===== config.mk =====
export PLATFORM = sky130hd
export DESIGN_NAME = regfile_wb_arbiter
export DESIGN_NICKNAME = d
export VERILOG_FILES = /design/src/rtl/regfile_wb_arbiter.sv
export SDC_FILE = /design/constraint.sdc
export NUM_CORES = 1
export LEC_CHECK = 0
export ABC_AREA = 1
export CORE_MARGIN = 4
export CORE_UTILIZATION = 38
export CTS_BUF_LIST = sky130_fd_sc_hd__clkbuf_4
export CTS_CLUSTER_SIZE = 10
export DETAILED_ROUTE_END_ITERATION = 6
export MAX_ROUTING_LAYER = met4
export PLACE_DENSITY_LB_ADDON = 0.25
export SYNTH_ARGS = -nofsm -noshare
export SYNTH_HDL_FRONTEND = slang
export SYNTH_SLANG_ARGS = --single-unit

===== constraint.sdc =====
create_clock -name clk -period 1.2 [get_ports clk]
set_input_delay 0.12 -clock clk [delete_from_list [all_inputs] [get_ports clk]]
set_output_delay 0.12 -clock clk [all_outputs]
set_load 0.01 [all_outputs]

===== src/rtl/regfile_wb_arbiter.sv =====
// Write-back arbiter + busy scoreboard for the register file write port; WBARB_ROUND_ROBIN_EN selects round-robin ties.
// Latency: accepted request appears on rf_we/rf_waddr/rf_wdata one cycle later; busy set/clear one edge later.
// Backpressure: only arbitration loss; the losing requester holds its request until its ready is seen.
module regfile_wb_arbiter #(
  parameter int AW = 4,
  parameter int DW = 16
) (
  input  logic                 clk,
  input  logic                 reset,
  input  logic                 a_valid,
  output logic                 a_ready,
  input  logic [AW-1:0]        a_addr,
  input  logic [DW-1:0]        a_data,
  input  logic                 b_valid,
  output logic                 b_ready,
  input  logic [AW-1:0]        b_addr,
  input  logic [DW-1:0]        b_data,
  input  logic                 rsv_valid,
  input  logic [AW-1:0]        rsv_addr,
  output logic                 rsv_ready,
  output logic [(1<<AW)-1:0]   busy,
  output logic                 rf_we,
  output logic [AW-1:0]        rf_waddr,
  output logic [DW-1:0]        rf_wdata
);

  logic                 a_win;
  logic [(1<<AW)-1:0]   busy_nxt;

`ifdef WBARB_ROUND_ROBIN_EN
  // Set when A should win the next tie; flips only on ties.
  logic rr_a_turn;

  always_ff @(posedge clk or negedge reset) begin
    if (!reset) begin
      rr_a_turn <= 1'b0;
    end else if (a_valid && b_valid) begin
      rr_a_turn <= ~rr_a_turn;
    end
  end

  assign a_win = a_valid & (~b_valid | rr_a_turn);
`else
  assign a_win = a_valid & ~b_valid;
`endif

  assign a_ready   = a_win;
  assign b_ready   = b_valid & ~a_win;
  assign rsv_ready = ~busy[rsv_addr];

  always_ff @(posedge clk or negedge reset) begin
    if (!reset) begin
      rf_we    <= 1'b0;
      rf_waddr <= '0;
      rf_wdata <= '0;
    end else begin
      rf_we <= a_win | b_ready;
      if (a_win) begin
        rf_waddr <= a_addr;
        rf_wdata <= a_data;
      end else if (b_ready) begin
        rf_waddr <= b_addr;
        rf_wdata <= b_data;
      end
    end
  end

  // A new reservation overrides a clear of the same register in the same cycle.
  always_comb begin
    busy_nxt = busy;
    if (rf_we) begin
      busy_nxt[rf_waddr] = 1'b0;
    end
    if (rsv_valid && rsv_ready) begin
      busy_nxt[rsv_addr] = 1'b1;
    end
  end

  always_ff @(posedge clk or negedge reset) begin
    if (!reset) begin
      busy <= '0;
    end else begin
      busy <= busy_nxt;
    end
  end

endmodule


After elaboration in Yosys (flattened, before gate mapping) --
Cells that the tools add are included.
Word-level totals: flip-flop bits (word level) 37, input port bits 49, output and inout bits 40, word-level logic and storage cells 33
Operators by class: magnitude comparators 4, muxes and demuxes 12, bitwise gates (word level) 9, reduce and logical (&&, ||, !) cells 4
Operator list (number):
- $mux W16 | 4
- $and A16 B16 Y16 | 1
- $not A16 Y16 | 1
- $or A16 B16 Y16 | 1
- $lt A4 B5 Y1 const B | 2
- $demux W1 S4 | 2
- $ge A4 B1 Y1 const B | 2
- $mux W4 | 2
- $bmux W1 S4 | 1
- $logic_and A1 B1 Y1 | 3
- $mux W1 | 3
- $not A1 Y1 | 3
- $and A1 B1 Y1 | 2
- $reduce_bool A2 Y1 | 1
- $or A1 B1 Y1 | 1

Longest topological paths before layout --
Gate-level depths: netlist of run 1.
depth after elaboration 9, gate-level depth with buffers 11, depth with buffers taken out 10

Worst setup path after synthesis of run 1 --
Ideal clock, no wire load.
path type flip-flop to flip-flop, start reg busy[3], end reg busy[2], library setup time 65 ps, arrival 1163 ps, data required time 1135 ps, slack -28 ps, cell stages (with the launch flop) 11, buffers on the path 1, period minus slack after synthesis 1228 ps, cell sequence dfrtp_1 > nand2_1 > nand2_1 > nand2_1 > nand2_1 > nand2_1 > nand2_2 > nor2_4 > buf_6 > nand3_1 > nand2_1
On the way: longest elaborated chain between the ends 5
Ends and longest elaborated chain:
- start, declared | RTL line 21 | output logic [(1<<AW)-1:0] busy,
- start signal, assigned | RTL line 83 | busy <= busy_nxt;
- $bmux W1 S4 | RTL line 49 | assign rsv_ready = ~busy[rsv_addr];
- $mux W1 (implied by the code) | RTL line 49
- $not A1 Y1 | RTL line 49
- named net rsv_ready | RTL line 20 | output logic rsv_ready,
- $logic_and A1 B1 Y1 | RTL line 74 | if (rsv_valid && rsv_ready) begin
- $mux W16 | RTL line 74
- named net busy_nxt[2] | RTL line 28 | logic [(1<<AW)-1:0] busy_nxt;
The timed path passes the listed nets, and every way through them passes these cells. The select of a mux whose other input is x is not followed. A chain may end at the register's enable or synchronous reset.

Final worst setup path of run 1 --
start reg busy[3], end out rsv_ready
On the way: longest elaborated chain between the ends 3
Ends and longest elaborated chain (RTL line):
- $bmux W1 S4 | 49
- $mux W1 (implied by the code) | 49
- $not A1 Y1 | 49
- end, declared | 20
Every way passes these cells. The select of a mux whose other input is x is not followed.

==> metrics, run 1 <==
Comb power frac=46.3%; CP arrival=1310 ps; fin crit share=119%; GRT Overall Usage=20.2%; routability cong.=0.898; Hold Path Class=in -> reg; starting DRC count in detailed routing=141; antenna-violating nets left=0; DR DRC count=0; clock-pin slew on the worst setup and hold paths=about 100 ps; Final Hold Viols=0; worst endpoint required time=about 1100 ps; violated checks=setup timing; clock tree sinks=37; Crit Path Category=reg -> out; core area=~4800 um^2; die width=between 70 and 80 um; Period minus WS final=1430 ps; GRT overflow=0; status=complete, but fails checks; critical path capture point type=output port; initial antenna violation count=0; htree depth=2; Syn Nets=310; first-pass GRT wire length=9560 um; port bufs=between 80 and 90; number of global-route vias before repair=2060; clk root buf=clkbuf_4; Netlist Area Pre-Place=~1900 um^2; CTS Buffer Depth=2; Max-slew headroom=roughly 69%; Peak VDD IR=about 570 uV; Setup WS post-layout=-226 ps; power per standard cell area=around 1300 nW/um^2; Clk pwr share=14.4%; setup repair after global routing missed its margin=yes; Site Rows=25; initial core utilization=between 30% and 40%; Worst Max-Slew Pin Slew=469 ps; Avg Synthesized Cell Area=7.26 um^2; Total Wirelength=~6000 um; Cell Int Power=roughly 2.8 mW; drt via density=4.75; Total Die Area=between 6000 and 7000 um^2; area grow syn2layout=67.7%; Clock Latency Late Sink=330 ps; fin nets=approximately 440; CP Launch Type=flop; Die Height=78.6 um; Seq pwr share=39.3%; sequential area share after synthesis=about half; Slew Viols, Final=0; P_leak=between 1.5 and 2 nW; WHS Path Cells=3; worst r2r path cells=11; Seq cells post-synth=37; I/O pin cnt=roughly 90; Mapped Cells=261; layout cells sized above 1=19.0%; CP max FO=2; DRT Pass-1 Iters=4; WL/cell=13.1 um; CTS tree=yes; FMAX=around 700 MHz; Sw Share=33.3%; Total Power=4.26 mW; TritonCTS buffer count=5; Vias=2164; Psw=approximately 1.4 mW; final setup vio count=19; Max-cap violations=0; final hold slack=about 330 ps; Finished Core Util=66.4%; n_diodes=0; number of library cell types mapped by synthesis=14; hpwl dp=4540 um; Fin Clk Skew=~9 ps; synthesis warning total=0; largest net degree at the start of global routing=38
## final cells by class
| cell class | instances | area (um^2) |
|---|---|---|
| clock buffers | 6 | 45.0 |
| clock inverters | 1 | 3.75 |
| fillers | 428 | 1610 |
| inverters | 13 | 48.8 |
| multi-input cells | 201 | 866 |
| flip-flops and latches | 37 | 926 |
| well taps | 67 | 83.8 |
| repair buffers | 131 | 1210 |
## synthesized netlist by cell type (all sizes together)
cell	count	area, um^2
o211ai	4	30.0
buf	3	33.8
nand2	123	464
o31ai	4	30.0
inv	13	48.8
dfrtp	37	926
nor2	21	86.3
o21ai	12	60.1
clkbuf	7	26.3
nand3	37	190
## placed cells by master, fill, tap and decap left out, types with 10 or more instances in the layout
master and count:
dfrtp_1 37, inv_1 11, buf_2 10, clkdlybuf4s50_1 46, nand2_1 121, nand3_1 36
buf_4 34, dlygate4sd2_1 21, o21ai_0 12, buf_6 12, nor2_1 19
## worst max-delay path, stage by stage, from the launching register on
cell,delay [ps]
dfrtp_1,410
nand2_1,70
nand2_1,50
nand2_1,60
nand2_1,50
nand2_1,60
nand2_2,60
nor2_4,120
buf_6,110
## flip-flops by register name, summed over array words and instances, names as in the netlist
register	cells
busy	16
rf_waddr	4
rf_wdata	16
rf_we	1
## logic make-up (layout without fill, tap and decap cells)
logic type / after synthesis / count (layout) / share of synthesized area [%]
AOI/OAI and AO/OA: 20 / 20 / 6.34
buffers and inverters: 23 / 151 / 5.74
DFF: 37 / 37 / 48.8
and+or+nand+nor: 181 / 181 / 39.1
## per-layer routing
| metal | routed length (um) | up-vias | GRT usage (%) |
|---|---|---|---|
| met5 | 0 | - | - |
| met4 | 32 | 0 | 5.07 |
| met3 | 484 | 4 | 5.62 |
| met2 | 2910 | 99 | 34.6 |
| met1 | 2520 | 973 | 23.4 |
| li1 | - | 1088 | - |
## through the flow
step,cells,instance area [um^2],worst slack [ps],setup TNS (ps)
after floorplan,261,1900,-18.1,-148
after global placement,440,3080,-634,-11080
after detailed placement,440,3080,-652,-11670
after CTS,452,3110,-225,-1690
after global routing,456,3180,-332,-4310
final,456,3180,-226,-2440
## power by group through the flow
stage / Clock, mW / Sequential [mW] / Combinational [mW]
after detailed placement: 0 / 1.71 / 1.92
after CTS: 0.641 / 1.67 / 1.85
final: 0.613 / 1.68 / 1.97
after global routing: 0.700 / 1.70 / 2.17
after floorplan: 0 / 1.84 / 0.513
after global placement: 0 / 1.70 / 1.89
## final timing paths
path / start / end / slack [ps]
worst min-delay path: a_data[13] / rf_wdata[13] / 330
worst min register to register: rf_wdata[0] / rf_wdata[0] / 500
worst max-delay path: busy[3] / rsv_ready / -230
min in group asynchronous: reset / busy[7] / 350
max in group asynchronous: reset / busy[9] / 510
worst max register to register: busy[3] / busy[0] / -160
## what timing repair did
item / 4_1_cts / 5_1_grt
gates resized for setup: 103 / 10
setup buffers: 10 / 5
setup endpoints to repair: 56 / 21
endpoints found under the hold margin: 37 / 0
cloned: 0 / 1
hold buffers: 1 / 0
pin swaps: 0 / 7
Note: power is estimated with default switching activity, not from simulation.
==> run 2, diff against run 1 <==
Settings changed: CORE_UTILIZATION 38 to 40, DONT_BUFFER_PORTS set to 1.
==> run 2 against run 1 <==
Net effect:
- the flow still finishes with violations (setup timing)
- sequential share of layout area up 5.5 points
- via count down 5.4%
- first-iteration DRC count down 6.4%
- clock power up 46%
- critical path depth up 1
- hold slack worse by 250 ps
==> metrics, run 2 (synthesis gave the netlist of run 1 again) <==
fin crit share=128%; antenna-violating nets left=0; met1 Track Usage GR=28.4%; CP max FO=2; status=complete, but fails checks; FMAX=~650 MHz; WL/cell=15.8 um; Site Rows=24; commonest non-fill, non-tap cell in the layout=nand2_1; Total Wirelength=~6100 um; CTS Buffer Depth=2; setup repair after global routing missed its margin=yes; Worst path max stage delay=a little over 400 ps; Worst Max-Slew Pin Slew=about 750 ps; DR DRC count=0; largest net degree at the start of global routing=38; critical path capture point type=output port; first-pass GRT wire length=just over 10000 um; CTS tree=yes; Worst setup startpoint=busy[10]; Largest regs=busy (16), rf_wdata (16), rf_waddr (4); worst endpoint required time=1080 ps; violated checks=setup timing; Crit Path Category=reg -> out; power per standard cell area=approximately 1500 nW/um^2; fin nets=380; M3 GR Usage=6.44%; Vias=~2000; starting DRC count in detailed routing=~130; clock tree sinks=37; Peak VDD IR=approximately 630 uV; n_diodes=0; commonest cells after routing, fill and taps aside=nand2_1, dlygate4sd3_1, dfrtp_1; Hold Path Class=in -> reg; Worst Min Path Start=rsv_addr[1]; CP max stage cell=dfrtp_1; clock-pin slew on the worst setup and hold paths=between 100 and 150 ps; routability cong.=a little under 0.9; Period minus WS final=~1500 ps; clk root buf=clkbuf_4; Clock Latency Late Sink=roughly 350 ps; DRT Pass-1 Iters=5; Total Die Area=~6000 um^2; I/O pin cnt=just under 90; grt peak-use layer=met2; met2 Usage GRT=34.1%; Fin Clk Skew=~3.6 ps; Slew Viols, Final=0; layout cells sized above 1=13.3%; Die Height=slightly below 80 um; Cell Count, Final, Fillers Out=approximately 380; die width=76.8 um; most used cell, CP=nand2_1; GRT Overall Usage=about 22%; final setup vio count=17; htree depth=2; GRT overflow=0; Max-slew headroom=between 50 and 60%; TritonCTS buffer count=5; CP Launch Type=flop; drt via density=5.33; CP arrival=roughly 1400 ps; Max-cap violations=0; Setup WS pre-CTS=-42.8 ps; number of global-route vias before repair=between 2000 and 2500; core area=roughly 4500 um^2; R2R Path Start=busy[10]; initial antenna violation count=0; Setup WS post-layout=-337 ps; hpwl dp=between 3000 and 4000 um; Final Hold Viols=0; P_leak=roughly 1.3 nW; port bufs=0; Post-Route Setup TNS=-1910 ps; area grow syn2layout=41.0%; Inst Count DP=approximately 330; initial core utilization=42.4%; CP Cell Sequence=nand2_1 -> nand2_1 -> nand2_1 -> nand2_1 -> nand2_1 -> nand2_2 -> nor2_4 -> buf_6 -> buf_6
-- run 2: cell count changes in the layout (fill, tap and decap cells not counted), moves of 2 or more --
cell,delta
clkdlybuf4s50_1,-46
dlygate4sd3_1,+42
dlygate4sd2_1,-21
buf_2,-10
buf_6,-10
buf_4,-8
clkdlybuf4s15_1,-2
-- run 2: final timing paths --
kind / end / slack (ps) / depth (start not counted)
max: rsv_ready / -340 / 9
min: busy[2] / 80 / 4
max reg2reg: busy[10] / -130 / 10
min reg2reg: rf_wdata[6] / 580 / 2
max in group asynchronous: busy[1] / 790 / 2
min in group asynchronous: rf_waddr[1] / 220 / 2
-- run 2: layout make-up --
cell class / count / area (um^2)
clock buffers: 5 / 37.5
clock inverters: 3 / 46.3
fillers: 398 / 1800
inverters: 13 / 48.8
multi-input cells: 201 / 868
flip-flops and latches: 37 / 926
well taps: 52 / 65.1
repair buffers: 73 / 681
-- run 2: metal layers --
layer | up-vias | wire [um]
met1 | 938 | 2490
li1 | 975 | -
met5 | - | 0
met3 | 13 | 596
met4 | 0 | 131
met2 | 121 | 2860
-- run 2: what timing repair did --
item                                    4_1_cts  5_1_grt
gates resized for setup                       2        2
gates cloned                                  0        0
pin swaps                                     2        7
endpoints found under the setup margin       14       38
hold buffers                                 45        0
buffers inserted                              2        4
endpoints found under the hold margin        74        0
-- run 2: stage by stage --
stage / util, % / cell area, um^2 / hold WS [ps] / power [mW]
floorplan: - / 1900 / -176 / 2.35
global placement: 46.7 / 2090 / -174 / 2.85
detailed placement: 46.7 / 2090 / -175 / 2.88
CTS: 59.2 / 2650 / 65.3 / 3.97
global route: 59.7 / 2670 / 91.2 / 4.25
finish: 59.7 / 2670 / 83.6 / 3.98
-- run 2: worst max-delay path, delay by kind of cell (launching register included) --
family / cells / cell delay [ps]
buf+inv: 2 / 200
flops: 1 / 410
simple gates: 7 / 470
-- run 2: report_power, final --
part           leakage, nW  internal [mW]  switching, mW
Clock               0.0414          0.441          0.456
Combinational        0.834          0.662          0.716
Sequential           0.446           1.51          0.195
